`src/rtl/accel_pkg.sv`:
```
// ---------------------------------------------------------------------------
// accel_pkg
// Shared definitions for the vector accelerator output path: command codes,
// the output FSM state encoding, the error byte, the dot-product accumulator
// type and two small helpers used by output_interface.
// ---------------------------------------------------------------------------
package accel_pkg;

    // Instruction codes arriving on the command port (0 means no command)
    localparam logic [3:0] CMD_NONE   = 4'd0;
    localparam logic [3:0] CMD_ECHO_A = 4'd2;
    localparam logic [3:0] CMD_ECHO_B = 4'd3;
    localparam logic [3:0] CMD_SUM    = 4'd4;
    localparam logic [3:0] CMD_DOT    = 4'd5;

    // Byte sent back for unknown codes or missing operands
    localparam logic [7:0] ERR_BYTE = 8'hEE;

    // Dot-product accumulator; 1024 products of 8x8 bits fit without overflow
    typedef logic [31:0] acc_t;

    typedef enum logic [2:0] {
        IDLE,
        CHECK,
        ADDR,
        FETCH,
        LOAD,
        SEND,
        WAIT_TX,
        FINISH
    } state_t;

    // True when the code is a known command and all of its operands are loaded.
    // vec_ready bit1 = vector A, bit0 = vector B.
    function automatic logic cmd_ready(input logic [3:0] code, input logic [1:0] ready);
        logic ok;
        ok = 1'b0;
        case (code)
            CMD_ECHO_A: ok = ready[1];
            CMD_ECHO_B: ok = ready[0];
            CMD_SUM:    ok = ready[1] & ready[0];
            CMD_DOT:    ok = ready[1] & ready[0];
            default:    ok = 1'b0;
        endcase
        return ok;
    endfunction

    // Picks accumulator byte idx, idx 0 being the most significant byte
    function automatic logic [7:0] acc_byte(input acc_t acc, input logic [1:0] idx);
        logic [7:0] b;
        b = 8'h00;
        case (idx)
            2'd0:    b = acc[31:24];
            2'd1:    b = acc[23:16];
            2'd2:    b = acc[15:8];
            default: b = acc[7:0];
        endcase
        return b;
    endfunction

endpackage

```
`src/rtl/uart_tx.sv`:
```
// ---------------------------------------------------------------------------
// uart_tx
// 8N1 serial transmitter, LSB first, line idle high.
// Ports:
//   Clock     - system clock, rising edge
//   reset     - asynchronous active-low reset; forces the line high at once
//   Tx_Start  - one-cycle request, Tx_Byte sampled on the same edge
//   Tx_Byte   - byte to send
//   Tx_Serial - serial output line
//   Tx_Done   - one-cycle pulse at the end of the stop bit
// Each bit lasts exactly CLKS_PER_BIT clock cycles.
// ---------------------------------------------------------------------------
module uart_tx #(
    parameter int CLKS_PER_BIT = 100
) (
    input  logic       Clock,
    input  logic       reset,
    input  logic       Tx_Start,
    input  logic [7:0] Tx_Byte,
    output logic       Tx_Serial,
    output logic       Tx_Done
);

    localparam int CW = $clog2(CLKS_PER_BIT + 1);
    localparam logic [CW-1:0] LAST_CLK = CW'(CLKS_PER_BIT - 1);

    typedef enum logic [1:0] {
        TX_IDLE,
        TX_START,
        TX_DATA,
        TX_STOP
    } tx_state_t;

    tx_state_t     tx_state;
    logic [CW-1:0] clk_count;
    logic [2:0]    bit_index;
    logic [7:0]    shift_reg;

    // Frame sequencer. The line is driven straight from registers so it never
    // glitches; the start bit goes out on the same edge that accepts Tx_Start,
    // and each following bit is loaded when the previous one has lasted a full
    // bit period. The data byte is shifted right so bit 0 is always next.
    always_ff @(posedge Clock or negedge reset) begin
        if (!reset) begin
            tx_state  <= TX_IDLE;
            clk_count <= '0;
            bit_index <= '0;
            shift_reg <= '0;
            Tx_Serial <= 1'b1;
            Tx_Done   <= 1'b0;
        end else begin
            Tx_Done <= 1'b0;
            case (tx_state)
                TX_IDLE: begin
                    Tx_Serial <= 1'b1;
                    clk_count <= '0;
                    bit_index <= '0;
                    if (Tx_Start) begin
                        shift_reg <= Tx_Byte;
                        Tx_Serial <= 1'b0;
                        tx_state  <= TX_START;
                    end
                end
                TX_START: begin
                    if (clk_count == LAST_CLK) begin
                        clk_count <= '0;
                        Tx_Serial <= shift_reg[0];
                        tx_state  <= TX_DATA;
                    end else begin
                        clk_count <= clk_count + 1'b1;
                    end
                end
                TX_DATA: begin
                    if (clk_count == LAST_CLK) begin
                        clk_count <= '0;
                        if (bit_index == 3'd7) begin
                            Tx_Serial <= 1'b1;
                            tx_state  <= TX_STOP;
                        end else begin
                            bit_index <= bit_index + 1'b1;
                            shift_reg <= shift_reg >> 1;
                            Tx_Serial <= shift_reg[1];
                        end
                    end else begin
                        clk_count <= clk_count + 1'b1;
                    end
                end
                TX_STOP: begin
                    if (clk_count == LAST_CLK) begin
                        clk_count <= '0;
                        Tx_Done   <= 1'b1;
                        tx_state  <= TX_IDLE;
                    end else begin
                        clk_count <= clk_count + 1'b1;
                    end
                end
                default: begin
                    tx_state  <= TX_IDLE;
                    Tx_Serial <= 1'b1;
                end
            endcase
        end
    end

endmodule

```
`src/rtl/output_interface.sv`:
```
// ---------------------------------------------------------------------------
// output_interface
// Executes one command at a time over the two operand BRAMs and streams the
// result out over a UART.
//   2 = echo A, 3 = echo B, 4 = element sum (A+B mod 256),
//   5 = dot product (32-bit, 4 bytes MSB first).
// Unknown codes or missing operands send the single byte ERR_BYTE.
// Ports:
//   clk        - system clock, rising edge
//   reset      - asynchronous active-low reset
//   command    - one-cycle instruction pulse, accepted only in IDLE
//   vec_ready  - bit1 = vector A loaded, bit0 = vector B loaded
//   bram_addr  - shared read address for both BRAMs (0 while idle)
//   bramA_data - BRAM_A data, one cycle after the address
//   bramB_data - BRAM_B data, one cycle after the address
//   uart_tx    - serial output, idle high
//   done       - one-cycle pulse when a command has finished
// ---------------------------------------------------------------------------
module output_interface
    import accel_pkg::*;
#(
    parameter int NBytes       = 1024,
    parameter int CLKS_PER_BIT = 100
) (
    input  logic       clk,
    input  logic       reset,
    input  logic [3:0] command,
    input  logic [1:0] vec_ready,
    output logic [9:0] bram_addr,
    input  logic [7:0] bramA_data,
    input  logic [7:0] bramB_data,
    output logic       uart_tx,
    output logic       done
);

    localparam logic [9:0] LAST_ADDR = 10'(NBytes - 1);

    state_t     state;
    logic [3:0] cmd_q;
    logic       err_q;
    acc_t       acc;
    logic [7:0] a_q;
    logic [7:0] b_q;
    logic [1:0] byte_idx;
    logic [7:0] tx_byte;
    logic       tx_start;
    logic       tx_done;

    // Command sequencer. The address register is the element counter: it is
    // held during ADDR/FETCH so the BRAM sees a stable address for its one
    // cycle of latency, and only advances once the element has been consumed
    // (after its byte is sent, or after its product is accumulated for dot).
    // The readiness decision is frozen into err_q in CHECK so later changes
    // on vec_ready cannot affect a running command. tx_start and done are
    // registered so they are high for exactly the SEND and FINISH cycles.
    always_ff @(posedge clk or negedge reset) begin
        if (!reset) begin
            state     <= IDLE;
            cmd_q     <= CMD_NONE;
            err_q     <= 1'b0;
            acc       <= '0;
            a_q       <= '0;
            b_q       <= '0;
            byte_idx  <= '0;
            tx_byte   <= '0;
            tx_start  <= 1'b0;
            bram_addr <= '0;
            done      <= 1'b0;
        end else begin
            case (state)
                IDLE: begin
                    bram_addr <= '0;
                    done      <= 1'b0;
                    if (command != CMD_NONE) begin
                        cmd_q <= command;
                        err_q <= 1'b0;
                        state <= CHECK;
                    end
                end
                CHECK: begin
                    acc      <= '0;
                    byte_idx <= '0;
                    if (cmd_ready(cmd_q, vec_ready)) begin
                        state <= ADDR;
                    end else begin
                        err_q <= 1'b1;
                        state <= LOAD;
                    end
                end
                ADDR: begin
                    state <= FETCH;
                end
                FETCH: begin
                    if (cmd_q == CMD_DOT) begin
                        acc <= acc + (acc_t'(bramA_data) * acc_t'(bramB_data));
                        if (bram_addr == LAST_ADDR) begin
                            state <= LOAD;
                        end else begin
                            bram_addr <= bram_addr + 1'b1;
                            state     <= ADDR;
                        end
                    end else begin
                        a_q   <= bramA_data;
                        b_q   <= bramB_data;
                        state <= LOAD;
                    end
                end
                LOAD: begin
                    if (err_q) begin
                        tx_byte <= ERR_BYTE;
                    end else begin
                        case (cmd_q)
                            CMD_ECHO_A: tx_byte <= a_q;
                            CMD_ECHO_B: tx_byte <= b_q;
                            CMD_SUM:    tx_byte <= a_q + b_q;
                            CMD_DOT:    tx_byte <= acc_byte(acc, byte_idx);
                            default:    tx_byte <= ERR_BYTE;
                        endcase
                    end
                    tx_start <= 1'b1;
                    state    <= SEND;
                end
                SEND: begin
                    tx_start <= 1'b0;
                    state    <= WAIT_TX;
                end
                WAIT_TX: begin
                    if (tx_done) begin
                        if (err_q) begin
                            done  <= 1'b1;
                            state <= FINISH;
                        end else if (cmd_q == CMD_DOT) begin
                            if (byte_idx == 2'd3) begin
                                done  <= 1'b1;
                                state <= FINISH;
                            end else begin
                                byte_idx <= byte_idx + 1'b1;
                                state    <= LOAD;
                            end
                        end else if (bram_addr == LAST_ADDR) begin
                            done  <= 1'b1;
                            state <= FINISH;
                        end else begin
                            bram_addr <= bram_addr + 1'b1;
                            state     <= ADDR;
                        end
                    end
                end
                FINISH: begin
                    done      <= 1'b0;
                    bram_addr <= '0;
                    state     <= IDLE;
                end
                default: begin
                    state <= IDLE;
                end
            endcase
        end
    end

    uart_tx #(
        .CLKS_PER_BIT(CLKS_PER_BIT)
    ) u_uart (
        .Clock    (clk),
        .reset    (reset),
        .Tx_Start (tx_start),
        .Tx_Byte  (tx_byte),
        .Tx_Serial(uart_tx),
        .Tx_Done  (tx_done)
    );

endmodule

```
`config.mk`:
```
export PLATFORM = sky130hd
export DESIGN_NAME = output_interface
export DESIGN_NICKNAME = d
export VERILOG_FILES = /design/src/rtl/accel_pkg.sv /design/src/rtl/uart_tx.sv /design/src/rtl/output_interface.sv
export SDC_FILE = /design/constraint.sdc
export NUM_CORES = 1
export LEC_CHECK = 0
export ABC_CLOCK_PERIOD_IN_PS = 4500
export CORE_UTILIZATION = 56
export DETAILED_ROUTE_END_ITERATION = 8
export HOLD_SLACK_MARGIN = 0.15
export PLACE_DENSITY = 0.78
export SLEW_MARGIN = 20
export SYNTH_ARGS = -nofsm -noshare
export SYNTH_HDL_FRONTEND = slang
export SYNTH_SLANG_ARGS = --single-unit
```
`constraint.sdc`:
```
create_clock -name clk -period 4.5 [get_ports clk]
set_input_delay 0.9 -clock clk [delete_from_list [all_inputs] [get_ports clk]]
set_output_delay 0.9 -clock clk [all_outputs]
set_load 0.02 [all_outputs]
```
==> Implementation_results.wiki <==
{| class="wikitable"
! Metric !! Value
|-
| Gate count of the mapped netlist || between 900 and 1000
|-
| Total of endpoints with negative setup slack in the final report || 18
|-
| Crit Path Max Fanout || 6
|-
| Critical path endpoint || acc[18]$_DFFE_PN0P_
|-
| Switching part of the total || 0.442
|-
| Nets || about 1100
|-
| TritonCTS clock tree || yes
|-
| Initial core utilization || 0.582
|-
| Height of the die || 123 um
|-
| Cells along the critical path || buf_6 > buf_6 > and2_4 > fa_1 > fa_1 > inv_1 > fa_1 > fa_1 > inv_2 > ha_4 > buf_4 > nand2_1 > o21ai_1 > inv_1 > a21o_1 > or4_1 > a31oi_1
|-
| Grt total ovfl || 0
|-
| Cell internal power dissipation || 0.00379 W
|-
| Largest net degree at the start of global routing || 51
|-
| Number of remaining DRC errors || 0
|-
| Syn. warnings || 0
|-
| Share of flip-flops with an asynchronous set or reset after synthesis || 1.00
|-
| Clock period minus final worst setup slack || ~4800 ps
|-
| Ratio of total power to cell area || 680 mW/mm^2
|-
| Class of the most critical setup path || in -> reg
|-
| Start point of the critical path || bramB_data[5]
|-
| Length of the first detailed-routing pass in iterations || 8
|-
| Number of DRC violations after detailed-routing iteration 0 || 652
|-
| Number of different library cells in the post-synthesis netlist || 68
|-
| Cell count after placement || between 1000 and 1500
|-
| Count of cell instances traversed by the critical path || 17
|-
| Dominant synthesized flop cell || dfrtp_1
|-
| Flop-to-flop setup slack || around 100 ps
|-
| Netlist area before placement || 0.00820 sq mm
|-
| Overall die area || between 0.015 and 0.02 sq mm
|-
| Origin of the critical flop-to-flop path || acc[7]$_DFFE_PN0P_
|-
| Post-Place Worst Slack || -1220 ps
|-
| Setup repair after global routing missed its margin || yes
|-
| Core Util, Final || 0.709
|-
| Critical Path Source Type || input port
|-
| Clock share of power || 0.125
|-
| Final std cell area, no fill || about 0.010 sq mm
|-
| Count of buffer and inverter cells on the critical path || 6
|-
| Max incr delay on CP || 540 ps
|-
| Fraction of layout instances using a drive strength above 1 || 0.219
|-
| Final worst clock skew || 8.43 ps
|-
| Via count of the first global-routing pass || approximately 7000
|-
| Mean number of vias per cell || roughly 5.8
|-
| Arrival time at the worst endpoint || ~5000 ps
|-
| Critical Path Slowest Stage Cell || or4_1
|-
| Data required time at the worst endpoint || 4780 ps
|-
| Standard-cell rows || 43
|-
| Number of flops mapped to enable cells by yosys || 0
|-
| Number of flip-flops under the largest register name || 32
|-
| Post-detailed-route count of antenna-violating nets || 0
|-
| Final Hold Violating Endpoints || 0
|-
| Cell class contributing the biggest share of worst-path delay || adder cells
|-
| Critical register-to-register path endpoint || acc[25]$_DFFE_PN0P_
|-
| Clock edge transition at the registers on the reported setup and hold paths || 70 ps
|-
| Final setup slack of the worst path || -255 ps
|-
| Endpoint kind of the worst setup timing path || register
|-
| Leakage || approximately 4.6 nW
|-
| Register area share after synthesis || 0.305
|-
| Worst relative slew slack || 0.367
|-
| Run status || complete, but fails checks
|-
| Maximum frequency from static timing analysis || roughly 210 MHz
|-
| Sequential share of power || 0.229
|-
| Cell Count, Final, Fillers Out || roughly 1200
|-
| Net Count, Synth || between 1000 and 1500
|-
| Commonest non-fill, non-tap cell in the layout || nand2_1
|-
| Final slew viol count || 0
|-
| Number of port buffers || 35
|-
| Actual slew at the worst max-slew pin || around 940 ps
|-
| Vias after detailed routing || approximately 7000
|-
| H-Tree Depth || 3
|-
| Dpl cell area || approximately 0.0093 sq mm
|-
| Clk sinks || 100
|-
| Fillers || between 1000 and 1500
|-
| Max_cap viols || 0
|-
| Power dissipated by switching net loads || 0.00301 W
|-
| Register ranked first by flip-flop count || acc
|-
| Antenna violations before repair || 0
|-
| Number of top-level pins || 36
|-
| Total Negative Setup Slacks || -2260 ps
|-
| Commonest cells after routing, fill and taps aside || nand2_1, inv_1, dfrtp_1, buf_4, nor2_1
|-
| Wire length of the first global-routing pass || 32900 um
|-
| Path class of the lowest-slack min-delay path || in -> async
|-
| Number of buffers on the longest clock path || 2
|-
| Top flop regs || acc (32), bram_addr (10)
|-
| Worst Reg2Reg Path Length in Cells || 16
|-
| Period utilisation layout || 1.06
|-
| Clock insertion delay at the later pin of the skew report || between 300 and 400 ps
|-
| Root buffer cell || clkbuf_16
|-
| Routed WL per cell || 16.7 um
|-
| Diodes inserted || 0
|-
| Failing checks || negative setup slack
|-
| Combinational cell fraction of total power || 0.647
|-
| Tot GR Track Use || 0.279
|-
| Maximum VDD drop || between 0.5 and 0.6 mV
|-
| Post-DP HPWL || between 10000 and 15000 um
|-
| Total clock buffers created by CTS || 9
|-
| Die span in x || about 120 um
|-
| Floorplan core area || between 0.01 and 0.015 sq mm
|-
| Growth of design area from synthesis to finish || 21.9%
|-
| Count of state elements after synthesis || 100
|-
| Final weighted congestion in routability-driven placement || 0.862
|-
| CP most frequent cell || fa_1
|-
| Syn avg cell area || 9.07 sq um
|-
| Overall routed net length || roughly 20000 um
|}
## what timing repair did
action / in CTS / in global routing
cloned: 1 / 0
hold buffers: 0 / 0
gates resized for setup: 126 / 40
endpoints found under the setup margin: 26 / 23
setup buffers: 11 / 2
pin swaps: 39 / 23
## logic make-up after synthesis
family,share of synthesized area
AOI/OAI and AO/OA,0.138
xor gates and xnor gates,0.0342
adders and majority gates,0.218
buffers and inverters,0.0685
DFF,0.305
muxes,0.0443
and+or+nand+nor,0.192
## layer usage
layer	global-route usage	up-vias	wire length, um
li1	-	3283	-
met1	0.370	3357	8540
met2	0.475	202	9750
met3	0.0438	51	1070
met4	0.0745	0	474
met5	0	-	0
## how the worst min path moves through the flow
stage,to,slack [ps]
final,a_q[2]$_DFFE_PN0P_,390
after global placement,u_uart.clk_count[0]$_DFF_PN0_,450
after detailed placement,u_uart.clk_count[0]$_DFF_PN0_,450
after CTS,b_q[6]$_DFFE_PN0P_,380
after global routing,a_q[2]$_DFFE_PN0P_,400
after floorplan,u_uart.clk_count[0]$_DFF_PN0_,430
## worst register-to-register path, cell delays in order (launching register included)
cell and delay (ps):
dfrtp_1 350, inv_1 90, fa_1 540, inv_1 50, fa_1 470, fa_1 560
inv_1 50, fa_1 490, inv_2 50, ha_4 260, a21o_1 150, a22oi_2 130
a31oi_4 250, a31oi_4 120, buf_6 150, or4_1 460, a21oi_1 160
## layout make-up
cell class                 instances  area, sq um  share of cell area
sequential                       100         2500               0.251
tap                              180          225              0.0225
multi-input combinational        659         5510               0.551
inverter                         114          428              0.0428
timing repair buffer             118         1000               0.100
clock inverter                     6         93.8             0.00939
clock buffer                      10          229              0.0229
## through the flow
stage / hold slack (ps) / total power (W)
after floorplan: 433 / 0.00430
after global placement: 446 / 0.00536
after detailed placement: 455 / 0.00547
after CTS: 384 / 0.00656
after global routing: 403 / 0.00741
final: 387 / 0.00680
## synthesized netlist by cell type, types with 4 or more instances
| master | count | share of area |
|---|---|---|
| or4_1 | 7 | 0.0064 |
| nand3_1 | 27 | 0.016 |
| fa_1 | 51 | 0.12 |
| and3_1 | 7 | 0.0053 |
| and2_1 | 37 | 0.028 |
| nand2_1 | 112 | 0.051 |
| buf_2 | 5 | 0.0031 |
| nor2_1 | 61 | 0.028 |
| clkbuf_1 | 23 | 0.011 |
| mux2_2 | 18 | 0.025 |
| o21ai_0 | 55 | 0.034 |
| nor3_1 | 7 | 0.0043 |
| nand2b_1 | 4 | 0.0031 |
| or2_2 | 5 | 0.0038 |
| a22oi_1 | 7 | 0.0064 |
| a21oi_1 | 35 | 0.021 |
| mux2i_1 | 16 | 0.020 |
| xor2_1 | 16 | 0.017 |
| a41oi_1 | 4 | 0.0043 |
| a31oi_1 | 9 | 0.0069 |
| inv_1 | 114 | 0.052 |
| dfrtp_1 | 99 | 0.30 |
| o31ai_1 | 7 | 0.0064 |
| xnor2_1 | 16 | 0.017 |
| ha_1 | 61 | 0.093 |
| a22o_1 | 7 | 0.0075 |
| nand4_1 | 10 | 0.0076 |
| a222oi_1 | 11 | 0.013 |
| a21o_1 | 7 | 0.0064 |
## power groups by stage
stage          Combinational [W]  Clock, W  Sequential (W)
6_report                 0.00440  0.000850         0.00155
5_1_grt                  0.00492  0.000895         0.00160
4_1_cts                  0.00415  0.000863         0.00155
3_5_place_dp             0.00391         0         0.00156
3_3_place_gp             0.00381         0         0.00155
2_1_floorplan            0.00293         0         0.00137
Note: power is estimated with default switching activity, not from simulation.
